===== src/rtl/rv_handshake_monitor.sv =====
// rtl/rv_handshake_monitor.sv - passive ready/valid protocol checker for NUM_CH channels
//
// Ports:
//   CLK              rising-edge clock
//   ASYNCRESETN      asynchronous active-low reset
//   clr              synchronous clear of sticky errors, counters and first-error log
//   valid/ready      per-channel handshake inputs (sampled only)
//   data             per-channel payload, channel i at [i*DATA_W +: DATA_W]
//   err_valid_drop   sticky: valid fell while a transfer was pending
//   err_data_change  sticky: payload changed while pending
//   err_timeout      sticky: stall length reached TIMEOUT
//   error            OR of all sticky error bits
//   first_err_vld    first_err_chan holds the channel of the earliest error
//   first_err_chan   earliest erroring channel, lowest index on a tie
//   xfer_count       saturating completed-transfer count per channel
module rv_handshake_monitor #(
    parameter int NUM_CH  = 4,
    parameter int DATA_W  = 5,
    parameter int TIMEOUT = 16,
    parameter int CNT_W   = 8,
    localparam int CH_W   = (NUM_CH > 1) ? $clog2(NUM_CH) : 1
) (
    input  logic                     CLK,
    input  logic                     ASYNCRESETN,
    input  logic                     clr,
    input  logic [NUM_CH-1:0]        valid,
    input  logic [NUM_CH-1:0]        ready,
    input  logic [NUM_CH*DATA_W-1:0] data,
    output logic [NUM_CH-1:0]        err_valid_drop,
    output logic [NUM_CH-1:0]        err_data_change,
    output logic [NUM_CH-1:0]        err_timeout,
    output logic                     error,
    output logic                     first_err_vld,
    output logic [CH_W-1:0]          first_err_chan,
    output logic [NUM_CH*CNT_W-1:0]  xfer_count
);

    localparam int ST_W = $clog2(TIMEOUT + 1);

    typedef enum logic {IDLE, PENDING} state_t;

    logic [NUM_CH-1:0] ev_drop;
    logic [NUM_CH-1:0] ev_change;
    logic [NUM_CH-1:0] ev_timeout;
    logic [NUM_CH-1:0] ev_any;

    for (genvar gi = 0; gi < NUM_CH; gi++) begin : g_ch
        state_t            state, state_nxt;
        logic [ST_W-1:0]   stall, stall_nxt;
        logic [DATA_W-1:0] cap, cap_nxt;
        logic [CNT_W-1:0]  cnt;
        logic [DATA_W-1:0] din;
        logic              drop, chg, tmo;
        logic              e_drop, e_chg, e_tmo;

        assign din = data[gi*DATA_W +: DATA_W];

        always_comb begin
            state_nxt = state;
            stall_nxt = stall;
            cap_nxt   = cap;
            drop      = 1'b0;
            chg       = 1'b0;
            unique case (state)
                IDLE: begin
                    if (valid[gi] && !ready[gi]) begin
                        state_nxt = PENDING;
                        cap_nxt   = din;
                        stall_nxt = ST_W'(1);
                    end
                end
                PENDING: begin
                    if (!valid[gi]) begin
                        drop      = 1'b1;
                        state_nxt = IDLE;
                        stall_nxt = '0;
                    end else begin
                        // Compared even on the completing cycle.
                        if (din != cap) begin
                            chg     = 1'b1;
                            cap_nxt = din;
                        end
                        if (ready[gi]) begin
                            state_nxt = IDLE;
                            stall_nxt = '0;
                        end else if (stall != ST_W'(TIMEOUT)) begin
                            stall_nxt = stall + ST_W'(1);
                        end
                    end
                end
                default: state_nxt = IDLE;
            endcase
            // Fires only on the edge the counter arrives at TIMEOUT; once
            // saturated it stays there, so a long stall reports once.
            tmo = (stall_nxt == ST_W'(TIMEOUT)) && (stall != ST_W'(TIMEOUT));
        end

        // FSM, stall and capture keep running through clr so compares stay valid.
        always_ff @(posedge CLK or negedge ASYNCRESETN) begin
            if (!ASYNCRESETN) begin
                state <= IDLE;
                stall <= '0;
                cap   <= '0;
            end else begin
                state <= state_nxt;
                stall <= stall_nxt;
                cap   <= cap_nxt;
            end
        end

        always_ff @(posedge CLK or negedge ASYNCRESETN) begin
            if (!ASYNCRESETN) begin
                cnt    <= '0;
                e_drop <= 1'b0;
                e_chg  <= 1'b0;
                e_tmo  <= 1'b0;
            end else if (clr) begin
                cnt    <= '0;
                e_drop <= 1'b0;
                e_chg  <= 1'b0;
                e_tmo  <= 1'b0;
            end else begin
                if (valid[gi] && ready[gi] && (cnt != {CNT_W{1'b1}}))
                    cnt <= cnt + CNT_W'(1);
                e_drop <= e_drop | drop;
                e_chg  <= e_chg  | chg;
                e_tmo  <= e_tmo  | tmo;
            end
        end

        assign ev_drop[gi]                   = drop;
        assign ev_change[gi]                 = chg;
        assign ev_timeout[gi]                = tmo;
        assign err_valid_drop[gi]            = e_drop;
        assign err_data_change[gi]           = e_chg;
        assign err_timeout[gi]               = e_tmo;
        assign xfer_count[gi*CNT_W +: CNT_W] = cnt;
    end

    assign ev_any = ev_drop | ev_change | ev_timeout;
    assign error  = |{err_valid_drop, err_data_change, err_timeout};

    logic [CH_W-1:0] first_nxt;

    // Scan downward so the lowest active channel is the last to assign.
    always_comb begin
        first_nxt = '0;
        for (int i = NUM_CH - 1; i >= 0; i--) begin
            if (ev_any[i]) first_nxt = CH_W'(i);
        end
    end

    always_ff @(posedge CLK or negedge ASYNCRESETN) begin
        if (!ASYNCRESETN) begin
            first_err_vld  <= 1'b0;
            first_err_chan <= '0;
        end else if (clr) begin
            first_err_vld  <= 1'b0;
            first_err_chan <= '0;
        end else if (!first_err_vld && (|ev_any)) begin
            first_err_vld  <= 1'b1;
            first_err_chan <= first_nxt;
        end
    end

endmodule


===== config.mk =====
export PLATFORM = sky130hd
export DESIGN_NAME = rv_handshake_monitor
export DESIGN_NICKNAME = d
export VERILOG_FILES = /design/src/rtl/rv_handshake_monitor.sv
export SDC_FILE = /design/constraint.sdc
export NUM_CORES = 1
export LEC_CHECK = 0
export BUFFER_PORTS_ARGS = -buffer_cell sky130_fd_sc_hd__buf_4
export CORE_MARGIN = 5
export CORE_UTILIZATION = 30
export CTS_CLUSTER_SIZE = 10
export DETAILED_ROUTE_END_ITERATION = 12
export PLACE_DENSITY = 0.46
export SYNTH_ARGS = -nofsm -noshare
export SYNTH_HDL_FRONTEND = slang
export SYNTH_SLANG_ARGS = --single-unit
export TNS_END_PERCENT = 100

===== constraint.sdc =====
create_clock -name CLK -period 5.1 [get_ports CLK]
set_clock_uncertainty 0.2 [all_clocks]
set_input_delay 0.51 -clock CLK [delete_from_list [all_inputs] [get_ports CLK]]
set_output_delay 0.51 -clock CLK [all_outputs]
set_load 0.1 [all_outputs]

==> impl_metrics.ini, run 1 <==
[status]
outcome = completed

[clocking]
cts_buffers = 9
cts.sink_count = 91
clock_transition_at_path_regs_ns = 0.07
worst_skew_pair.late_latency_ns = 0.35
holdBufCountCts = 1
htreeDepth = 3
cts-root-to-sink-buffers = 2
postCtsResizedCells = 0
post-cts-setup-buffers = 0
tritoncts = yes
root_buffer = clkbuf_16

[floorplanning]
ios = 79
chipWidth_um = 136
die_height_um = 136
placeableCoreArea_mm2 = 0.0153
rows = 45
floorplan.initialDensity_pct = 30.9
die_area_mm2 = 0.0184

[setup_path]
endpoint_kind = register
worstPathMaxFanout = 6
setup.worst_path.class = register to register
critPathSlowestCell = or4_4
worst_path_largest_cell_delay_ns = 0.57
crit_path_cell_trace = inv_1 > ha_1 > nor4bb_1 > or4_4 > o32ai_4 > o2bb2ai_2 > a311oi_2
critical_path_required_ns = 5.15
cp-start-kind = register
worst-endpoint-arrival_ns = 2.50

[logic_synthesis]
ys_warn_count = 0
synth_top_flop_cell = dfrtp_1
synth_async_sr_flop_share_pct = 100
ys_ff_latch = 91
proportion_of_synthesized_chip_area_in_sequential_cells_pct = 48.2
synthesis.nets = 514
yosys.cell_types.count = 49
synth_edf_count = 0
post_synth_inst_count = 471
post_synth_instance_area_mm2 = 0.00473
post_synth.cell_area_avg_um2 = 10.0

[routing]
drt-total-wl_um = 11000
first_pass_iters = 4
detailed_route_drc_error_count = 0
mean_number_of_vias_per_cell = 4.73
initial_drt_markers = 215
wl_per_cell_um = 14.6
ant_nets = 0
dr_total_vias = 3578

[sta]
final-max-slew-violation-count = 0
rsz0062_at_grt = no
setup_viol_count_final = 0
fin_ws_ns = 2.64
max-slew-margin-rel_pct = 55.6
post-route-min-period_ns = 2.46
fmax_mhz = 407
pin_slew_with_the_least_headroom_to_its_limit_ns = 0.657
timing.setup.tns_ns = 0
timing.final.hold_violations = 0
min_period_over_period_pct = 48.1

[placed_design]
dp.final_hpwl_um = 7990
place_congestion = 0.776
detailedPlace.worstSlack_ns = 2.59
port_buffers = 78
dpl.cell_count = 739

[final_layout]
drive_above_1_share_pct = 23.3
final.fill_count = 1578
areaGrowthSynthToFinish_pct = 22.2
antenna_cells = 0
post_layout_nonfiller_instances = 756
layout.nets = 583
seqCellArea_mm2 = 0.00228
multi_input_area_mm2 = 0.00222

[grt]
grt_usage_pct = 12.4
grt_first_pass_wirelength_um = 18200
number_of_global_route_vias_before_repair = 3567
pin_count_of_the_biggest_net_entering_global_routing = 47
grt.overflow.total = 0
grt_antenna_before_repair = 0

[power]
power_leakage_nw = 2.64
internal-power_mw = 1.30
clkPwrFrac_pct = 38.7
cellPowerDensity_mw_per_mm2 = 315
pwr-share-seq_pct = 44.7
power_switching_share_pct = 28.5
total_switching_power_mw = 0.518
power.combinational.fraction_pct = 16.6
vdd.ir_drop.worst_mv = 0.191

[hold_path]
hp-class = input pin to register

[job]
cap_viol_max_count = 0
-- worst max-delay path: cells and delay by family (launching register included) --
kind            cells  cell delay (ns)
buf+inv             1             0.09
fa+ha+maj           1             0.20
flops               1             0.46
compound gates      3             0.67
simple gates        2             0.74
-- synthesized netlist by cell type (3+ instances only) --
cell | number | area share (%)
inv_2 | 3 | 0.24
mux2i_1 | 4 | 0.85
o31ai_1 | 3 | 0.48
clkbuf_1 | 7 | 0.56
o22ai_1 | 4 | 0.53
dfrtp_1 | 91 | 48
nand3_1 | 27 | 2.9
and3_1 | 6 | 0.79
or3_1 | 5 | 0.66
buf_4 | 12 | 1.9
nand2b_1 | 3 | 0.40
a21oi_1 | 23 | 2.4
nor3_1 | 14 | 1.5
xnor2_1 | 20 | 3.7
inv_1 | 24 | 1.9
o32ai_1 | 3 | 0.56
a31oi_1 | 5 | 0.66
xor2_1 | 34 | 6.3
nor4_1 | 3 | 0.40
ha_1 | 12 | 3.2
nor2_1 | 63 | 5.0
and4_1 | 4 | 0.74
o21ai_0 | 14 | 1.5
nand2_1 | 26 | 2.1
mux2_2 | 20 | 4.8
nand3b_1 | 4 | 0.64
nand4_1 | 9 | 1.2
-- layout make-up --
| class | count | share of cell area, % |
|---|---|---|
| Timing Repair Buffer | 80 | 10.4 |
| Multi-Input combinational cell | 331 | 38.4 |
| Tap cell | 211 | 4.57 |
| Clock buffer | 12 | 4.61 |
| Clock inverter | 4 | 0.823 |
| Inverter | 27 | 1.75 |
| Sequential cell | 91 | 39.4 |
-- worst paths after layout --
check,startpoint,endpoint,slack (ns),cells past startpoint
setup reg to reg,g_ch[3].stall[0]$_DFF_PN0_,first_err_chan[0]$_DFFE_PN0P_,2.64,7
min in group asynchronous,ASYNCRESETN,g_ch[2].cap[2]$_DFFE_PN0P_,0.52,2
max in group asynchronous,ASYNCRESETN,g_ch[1].cnt[6]$_DFFE_PN0P_,3.13,3
setup / recovery,g_ch[3].stall[0]$_DFF_PN0_,first_err_chan[0]$_DFFE_PN0P_,2.64,7
hold reg to reg,g_ch[3].cap[2]$_DFFE_PN0P_,g_ch[3].cap[2]$_DFFE_PN0P_,0.33,1
hold / removal,data[11],g_ch[2].cap[1]$_DFFE_PN0P_,0.21,2
-- cell families after synthesis --
group           count (synthesis)  share of synthesized area, %
simple gates                  172                          18.0
flops                          91                          48.2
compound gates                 69                          10.2
xor+xnor                       54                          10.0
buf+inv                        49                          4.90
mux                            24                          5.61
fa+ha+maj                      12                          3.18
-- per-stage QoR --
stage	utilization [%]	hold WS [ns]	cell area, um^2	total power, mW
final	37.7	0.210	5780	1.82
after CTS	37.7	0.202	5780	1.85
after global placement	35.6	0.307	5460	1.13
after detailed placement	35.6	0.314	5460	1.13
after floorplan	-	0.0144	4730	1.04
after global routing	37.7	0.211	5780	1.90
-- power by group through the flow --
stage	logic, mW	registers, mW	clock network [mW]
2_1_floorplan	0.186	0.855	0
3_5_place_dp	0.306	0.827	0
4_1_cts	0.307	0.813	0.725
3_3_place_gp	0.302	0.825	0
5_1_grt	0.332	0.820	0.751
6_report	0.302	0.813	0.703
-- sequential cells by signal, summed over array words and instances (netlist names) --
| signal | cells |
|---|---|
| g_ch.cnt | 32 |
| g_ch.cap | 20 |
| g_ch.e_tmo | 4 |
| g_ch.state | 4 |
| g_ch.e_chg | 4 |
| first_err_vld | 1 |
| first_err_chan | 2 |
| g_ch.stall | 20 |
| g_ch.e_drop | 4 |
-- cells in the final DEF, fill, tap and decap left out, types with 3 or more instances in the layout --
cell type / netlist / layout
nand2_1: 26 / 26
nand3_1: 27 / 27
nand4_1: 9 / 9
and4_1: 4 / 4
o22ai_1: 4 / 4
o32ai_1: 3 / 3
nand2b_1: 3 / 3
o21ai_0: 14 / 14
and3_1: 6 / 6
clkbuf_8: 0 / 3
xor2_1: 34 / 34
or3_1: 5 / 5
inv_2: 3 / 3
mux2i_1: 4 / 4
clkbuf_16: 0 / 9
inv_1: 24 / 24
buf_4: 12 / 79
nor2_1: 63 / 63
ha_1: 12 / 12
nand3b_1: 4 / 4
nor3_1: 14 / 14
mux2_2: 20 / 20
o31ai_1: 3 / 3
a31oi_1: 5 / 5
xnor2_1: 20 / 20
nor4_1: 3 / 3
dfrtp_1: 91 / 91
a21oi_1: 23 / 23
-- metal layers --
layer  vias up  track usage, %  part of all wire [%]
li1       1768               -                     -
met1      1734            17.4                    51
met2        66            18.6                    44
met3        10            2.71                   3.9
met4         0            4.54                   1.3
met5         -               0                     0
Note: power is estimated with default switching activity, not from simulation.
==> inputs of run 2 (changes only) <==
--- a/config.mk
+++ b/config.mk
@@ -10,7 +10,7 @@
 export CORE_UTILIZATION = 30
 export CTS_CLUSTER_SIZE = 10
 export DETAILED_ROUTE_END_ITERATION = 12
-export PLACE_DENSITY = 0.46
+export PLACE_DENSITY = 0.48
 export SYNTH_ARGS = -nofsm -noshare
 export SYNTH_HDL_FRONTEND = slang
 export SYNTH_SLANG_ARGS = --single-unit
==> constraint.sdc (replaced) <==
create_clock -name CLK -period 2.1 [get_ports CLK]
set_clock_uncertainty 0.2 [all_clocks]
set_input_delay 0.21 -clock CLK [delete_from_list [all_inputs] [get_ports CLK]]
set_output_delay 0.21 -clock CLK [all_outputs]
set_load 0.1 [all_outputs]
==> run 2 against run 1 <==
The flow now finishes with violations (setup timing). Register-to-register slack worse by 2.8 ns. Setup slack worse by 2.8 ns. First-iteration DRC count is 36% higher. Global-route usage is 1.9 points higher. Final area is 16% higher. Clock power grew to 2.6 times the previous value. Wire length is 13% higher. Sequential power is 140% higher. Die area stayed put. Flip-flop and latch count stayed put. Critical path type unchanged.
==> impl_metrics.ini, run 2 (same netlist as run 1, synthesis figures left out) <==
[placed_design]
placed_cell_area_mm2 = 0.00594
detailedPlace.worstSlack_ns = -0.183
dp.final_hpwl_um = 9000
dpl.cell_count = 782
place_congestion = 0.809
port_buffers = 78

[routing]
dr_total_vias = 4003
drt-total-wl_um = 12500
mean_number_of_vias_per_cell = 4.82
wl_per_cell_um = 15.0
detailed_route_drc_error_count = 0
first_pass_iters = 4
ant_nets = 0
initial_drt_markers = 292

[clocking]
worst_skew_pair.late_latency_ns = 0.34
htreeDepth = 3
clock_transition_at_path_regs_ns = 0.07
cts_buffers = 9
cts-root-to-sink-buffers = 2
tritoncts = yes
cts.sink_count = 91
root_buffer = clkbuf_16

[final_layout]
final_common_cell = buf_4
largest_register_ff_count = 32
seqCellArea_mm2 = 0.00235
most-common-layout-cells = buf_4 (130), nor2_1 (62), dfrtp_1 (59)
multi_input_area_mm2 = 0.00240
antenna_cells = 0
final_std_cell_area_no_fill_mm2 = 0.00668
drive_above_1_share_pct = 39.2
top_register = g_ch.cnt
layout_top_registers = g_ch.cnt x32, g_ch.cap x20, g_ch.stall x20
final.fill_count = 1514
areaGrowthSynthToFinish_pct = 41.3
final_util_pct = 43.6
post_layout_nonfiller_instances = 831
layout.nets = 658

[grt]
use_met3_pct = 2.82
pin_count_of_the_biggest_net_entering_global_routing = 47
grt_usage_pct = 14.2
groute.layer.met1.usage_pct = 17.8
grt_antenna_before_repair = 0
grt_first_pass_wirelength_um = 20900
global_route.usage.met2_pct = 24.1
gr-max-usage-layer = met2
grt.overflow.total = 0
number_of_global_route_vias_before_repair = 4188

[sta]
setup_viol_count_final = 4
fin_ws_ns = -0.152
rsz0062_at_grt = yes
fmax_mhz = 444
max-slew-margin-rel_pct = 64.9
min_period_over_period_pct = 107
timing.final.hold_violations = 0
fin_hold_ws_ns = 0.0240
timing.setup.tns_ns = -0.348
final-max-slew-violation-count = 0
post-route-min-period_ns = 2.25
pin_slew_with_the_least_headroom_to_its_limit_ns = 0.527

[floorplanning]
die_area_mm2 = 0.0184
rows = 45
floorplan.initialDensity_pct = 30.9
chipWidth_um = 136
ios = 79
placeableCoreArea_mm2 = 0.0153
die_height_um = 136

[setup_path]
r2r_cells = 7
cp-start-kind = register
critical_path_required_ns = 2.15
critical_path.reg2reg.endpoint = first_err_chan[0]$_DFFE_PN0P_
setup.worst_path.class = register to register
worst-endpoint-arrival_ns = 2.31
r2r_start = g_ch[3].stall[1]$_DFF_PN0_
endpoint_kind = register
regToRegSetupSlack_ns = -0.15
worstPathMaxFanout = 5

[power]
total_power_after_layout_mw = 4.70
vdd.ir_drop.worst_mv = 0.358
cellPowerDensity_mw_per_mm2 = 704
power_leakage_nw = 2.95

[status]
failed_checks = setup timing
outcome = complete, but fails checks

[hold_path]
min-delay-start = valid[2]
holdPathStages = 4
worstHoldEndpoint = g_ch[2].e_drop$_DFF_PN0_
hp-class = input pin to register

[job]
cap_viol_max_count = 0
[run 2: cell types whose count changed in the layout (fill, tap and decap cells not counted), sizes merged]
cell	change
buf	+53
bufinv	+1
clkinv	-1
dlygate4sd3	+22
[run 2: worst max path at each step]
stage / from / end / slack (ns) / cells past startpoint
3_5_place_dp: g_ch[3].stall[0]$_DFF_PN0_ / first_err_chan[0]$_DFFE_PN0P_ / -0.18 / 7
3_3_place_gp: g_ch[0].stall[0]$_DFF_PN0_ / first_err_chan[0]$_DFFE_PN0P_ / -0.12 / 8
4_1_cts: g_ch[3].stall[1]$_DFF_PN0_ / first_err_chan[0]$_DFFE_PN0P_ / -0.14 / 7
6_report: g_ch[3].stall[1]$_DFF_PN0_ / first_err_chan[0]$_DFFE_PN0P_ / -0.15 / 7
5_1_grt: g_ch[3].stall[1]$_DFF_PN0_ / first_err_chan[0]$_DFFE_PN0P_ / -0.26 / 7
2_1_floorplan: g_ch[3].stall[0]$_DFF_PN0_ / first_err_chan[0]$_DFFE_PN0P_ / -0.09 / 7
[run 2: final cells by class]
| cell class | instances | share of cell area, % |
|---|---|---|
| multi-input cells | 331 | 35.9 |
| flip-flops and latches | 91 | 35.1 |
| repair buffers | 155 | 18.5 |
| well taps | 211 | 3.95 |
| clock buffers | 12 | 3.84 |
| inverters | 27 | 1.52 |
| clock inverters | 4 | 1.09 |
[run 2: critical path: stages, from the launching register on]
cell	delay, ns
dfrtp_1	0.42
inv_1	0.07
ha_2	0.18
nor4bb_4	0.15
or4_4	0.58
o32ai_4	0.27
o2bb2ai_2	0.11
a311oi_2	0.19
[run 2: routing by layer]
layer  wire length (um)  part of all wire (%)  vias up
met5                  0                     0        -
li1                   -                     -     1934
met4                246                   2.0        0
met1               5570                    45     1973
met2               6110                    49       79
met3                544                   4.4       17
[run 2: timing repair]
action                                 CTS  global route
setup endpoints to repair                3            12
hold buffers                            23             0
setup buffers                            6             4
endpoints found under the hold margin   55             0
pin swaps                                8             8
gates resized for setup                  8            17
[run 2: power by group]
| group | switching, mW | internal (mW) | leakage [nW] |
|---|---|---|---|
| logic | 0.530 | 0.401 | 1.65 |
| clock network | 0.693 | 1.11 | 0.159 |
| registers | 0.100 | 1.87 | 1.15 |
| total | 1.32 | 3.38 | 2.95 |
==> inputs of run 3 (changes only) <==
--- a/config.mk
+++ b/config.mk
@@ -7,10 +7,10 @@
 export LEC_CHECK = 0
 export BUFFER_PORTS_ARGS = -buffer_cell sky130_fd_sc_hd__buf_4
 export CORE_MARGIN = 5
-export CORE_UTILIZATION = 30
+export CORE_UTILIZATION = 51
 export CTS_CLUSTER_SIZE = 10
 export DETAILED_ROUTE_END_ITERATION = 12
-export PLACE_DENSITY = 0.48
+export PLACE_DENSITY = 0.74
 export SYNTH_ARGS = -nofsm -noshare
 export SYNTH_HDL_FRONTEND = slang
 export SYNTH_SLANG_ARGS = --single-unit
==> run 3 against run 2 <==
First-iteration DRC count decreased by 44%. Fmax decreased by 0.73%. Critical endpoint is now first_err_chan[1]$_DFFE_PN0P_. Sequential power hardly changed. Clock power is 40% lower. Sequential share of layout area increased by 1.2 points. The run still ends with setup timing left. Largest cell class unchanged. Count of clock-buffer cells in the layout fell by 2.
==> impl_metrics.ini, run 3 (same netlist as run 1, synthesis figures left out) <==
[setup_path]
worstPathMaxFanout = 5
endpoint_kind = register
r2r_cells = 8
worst-endpoint-arrival_ns = 2.36
setup.worst_path.class = register to register
critical_path_required_ns = 2.19
cp-start-kind = register

[routing]
drt-total-wl_um = 11600
first_pass_iters = 4
dr_total_vias = 3965
mean_number_of_vias_per_cell = 5.45
ant_nets = 0
initial_drt_markers = 164
wl_per_cell_um = 16.0
detailed_route_drc_error_count = 0

[placed_design]
port_buffers = 78
dpl.cell_count = 680
dp.final_hpwl_um = 8180
place_congestion = 0.861

[sta]
pin_slew_with_the_least_headroom_to_its_limit_ns = 0.413
min_period_over_period_pct = 108
fmax_mhz = 441
fin_ws_ns = -0.168
post-route-min-period_ns = 2.27
timing.final.hold_violations = 0
max-slew-margin-rel_pct = 72.4
final-max-slew-violation-count = 0
setup_viol_count_final = 3
rsz0062_at_grt = yes

[floorplanning]
rows = 35
chipWidth_um = 106
ios = 79
die_area_mm2 = 0.0113
die_height_um = 106
floorplan.initialDensity_pct = 51.7
placeableCoreArea_mm2 = 0.00915

[grt]
use_met3_pct = 4.55
grt_antenna_before_repair = 0
grt.overflow.total = 0
grt_usage_pct = 21.3
gr-max-usage-layer = met2
groute.layer.met1.usage_pct = 27.8
pin_count_of_the_biggest_net_entering_global_routing = 34
global_route.usage.met2_pct = 35.3
grt_first_pass_wirelength_um = 19500
number_of_global_route_vias_before_repair = 4077

[clocking]
htreeDepth = 3
cts.sink_count = 91
worst_skew_pair.late_latency_ns = 0.37
clock_transition_at_path_regs_ns = 0.10
cts_buffers = 9
cts-root-to-sink-buffers = 2
tritoncts = yes
root_buffer = clkbuf_8

[final_layout]
final_common_cell = buf_4
largest_register_ff_count = 32
final.fill_count = 684
layout_top_registers = g_ch.cnt x32, g_ch.cap x20, g_ch.stall x20
post_layout_nonfiller_instances = 728
areaGrowthSynthToFinish_pct = 36.7
layout.nets = 655
antenna_cells = 0
top_register = g_ch.cnt
drive_above_1_share_pct = 39.2
most-common-layout-cells = buf_4 (122), nor2_1 (62), dfrtp_1 (57)

[power]
total_power_after_layout_mw = 4.00
power_leakage_nw = 2.86
cellPowerDensity_mw_per_mm2 = 618
vdd.ir_drop.worst_mv = 0.431

[hold_path]
hp-class = input pin to register
holdPathStages = 4

[status]
failed_checks = setup timing
outcome = complete, but fails checks

[job]
cap_viol_max_count = 0
[run 3: cell types whose count changed in the layout (fill, tap and decap cells not counted), sizes merged]
cell,delta
buf,-7
bufinv,-2
clkbuf,-2
clkinv,+2
clkinvlp,+1
dlygate4sd3,+4
inv,+1
[run 3: timing repair]
item | 4_1_cts | 5_1_grt
setup endpoints to repair | 4 | 24
hold buffers | 27 | 0
pin swaps | 9 | 10
hold endpoints to repair | 115 | 0
setup buffers | 2 | 3
resized for setup | 14 | 22
[run 3: power breakdown]
part	internal (mW)	switching [mW]	total, mW
Sequential	1.87	0.106	1.98
Clock	0.433	0.642	1.08
Combinational	0.411	0.535	0.946
Total	2.72	1.28	4.00
[run 3: metal layers]
layer	vias up	wire length (um)	part of all wire (%)
met1	1912	5120	44
met5	-	0	0
met4	0	249	2.1
met2	109	5700	49
met3	29	553	4.8
li1	1915	-	-
[run 3: area by class of cell]
class	instances	area [um^2]	share of cell area [%]
inverter	27	101	1.57
clock inverter	6	42.5	0.658
timing repair buffer	152	1240	19.1
sequential	91	2350	36.3
clock buffer	10	128	1.97
multi-input combinational	331	2470	38.2
tap	111	139	2.15
[run 3: worst paths after layout]
check                                           endpoint  slack [ns]                  startpoint
max                        first_err_chan[1]$_DFFE_PN0P_       -0.17  g_ch[3].stall[0]$_DFF_PN0_
min                             g_ch[0].e_drop$_DFF_PN0_        0.02                    valid[0]
max reg2reg                first_err_chan[1]$_DFFE_PN0P_       -0.17  g_ch[3].stall[0]$_DFF_PN0_
min reg2reg                   g_ch[0].cap[4]$_DFFE_PN0P_        0.33  g_ch[0].cap[4]$_DFFE_PN0P_
max in group asynchronous     g_ch[0].stall[0]$_DFF_PN0_        1.06                 ASYNCRESETN
min in group asynchronous     g_ch[2].cnt[6]$_DFFE_PN0P_        0.11                 ASYNCRESETN
[run 3: worst max-delay path, cell delays in order (launching register included)]
cell and delay (ns):
dfrtp_2 0.46, ha_4 0.20, xnor2_4 0.18, a21oi_2 0.08, or4_4 0.44, o32ai_4 0.28, buf_4 0.17, o31ai_2 0.06
nor3_1 0.12
[run 3: per-stage QoR]
step | util (%) | hold slack (ns) | area [um^2] | setup slack [ns] | setup TNS (ns)
2_1_floorplan | - | -0.286 | 4880 | -0.0895 | -0.0895
3_3_place_gp | 63.5 | -0.0359 | 5810 | -0.0937 | -0.159
3_5_place_dp | 63.5 | -0.0340 | 5810 | -0.222 | -0.405
4_1_cts | 69.4 | 0.00218 | 6350 | -0.141 | -0.265
5_1_grt | 70.6 | 0.0139 | 6460 | -0.233 | -0.670
6_report | 70.6 | 0.0198 | 6460 | -0.168 | -0.431
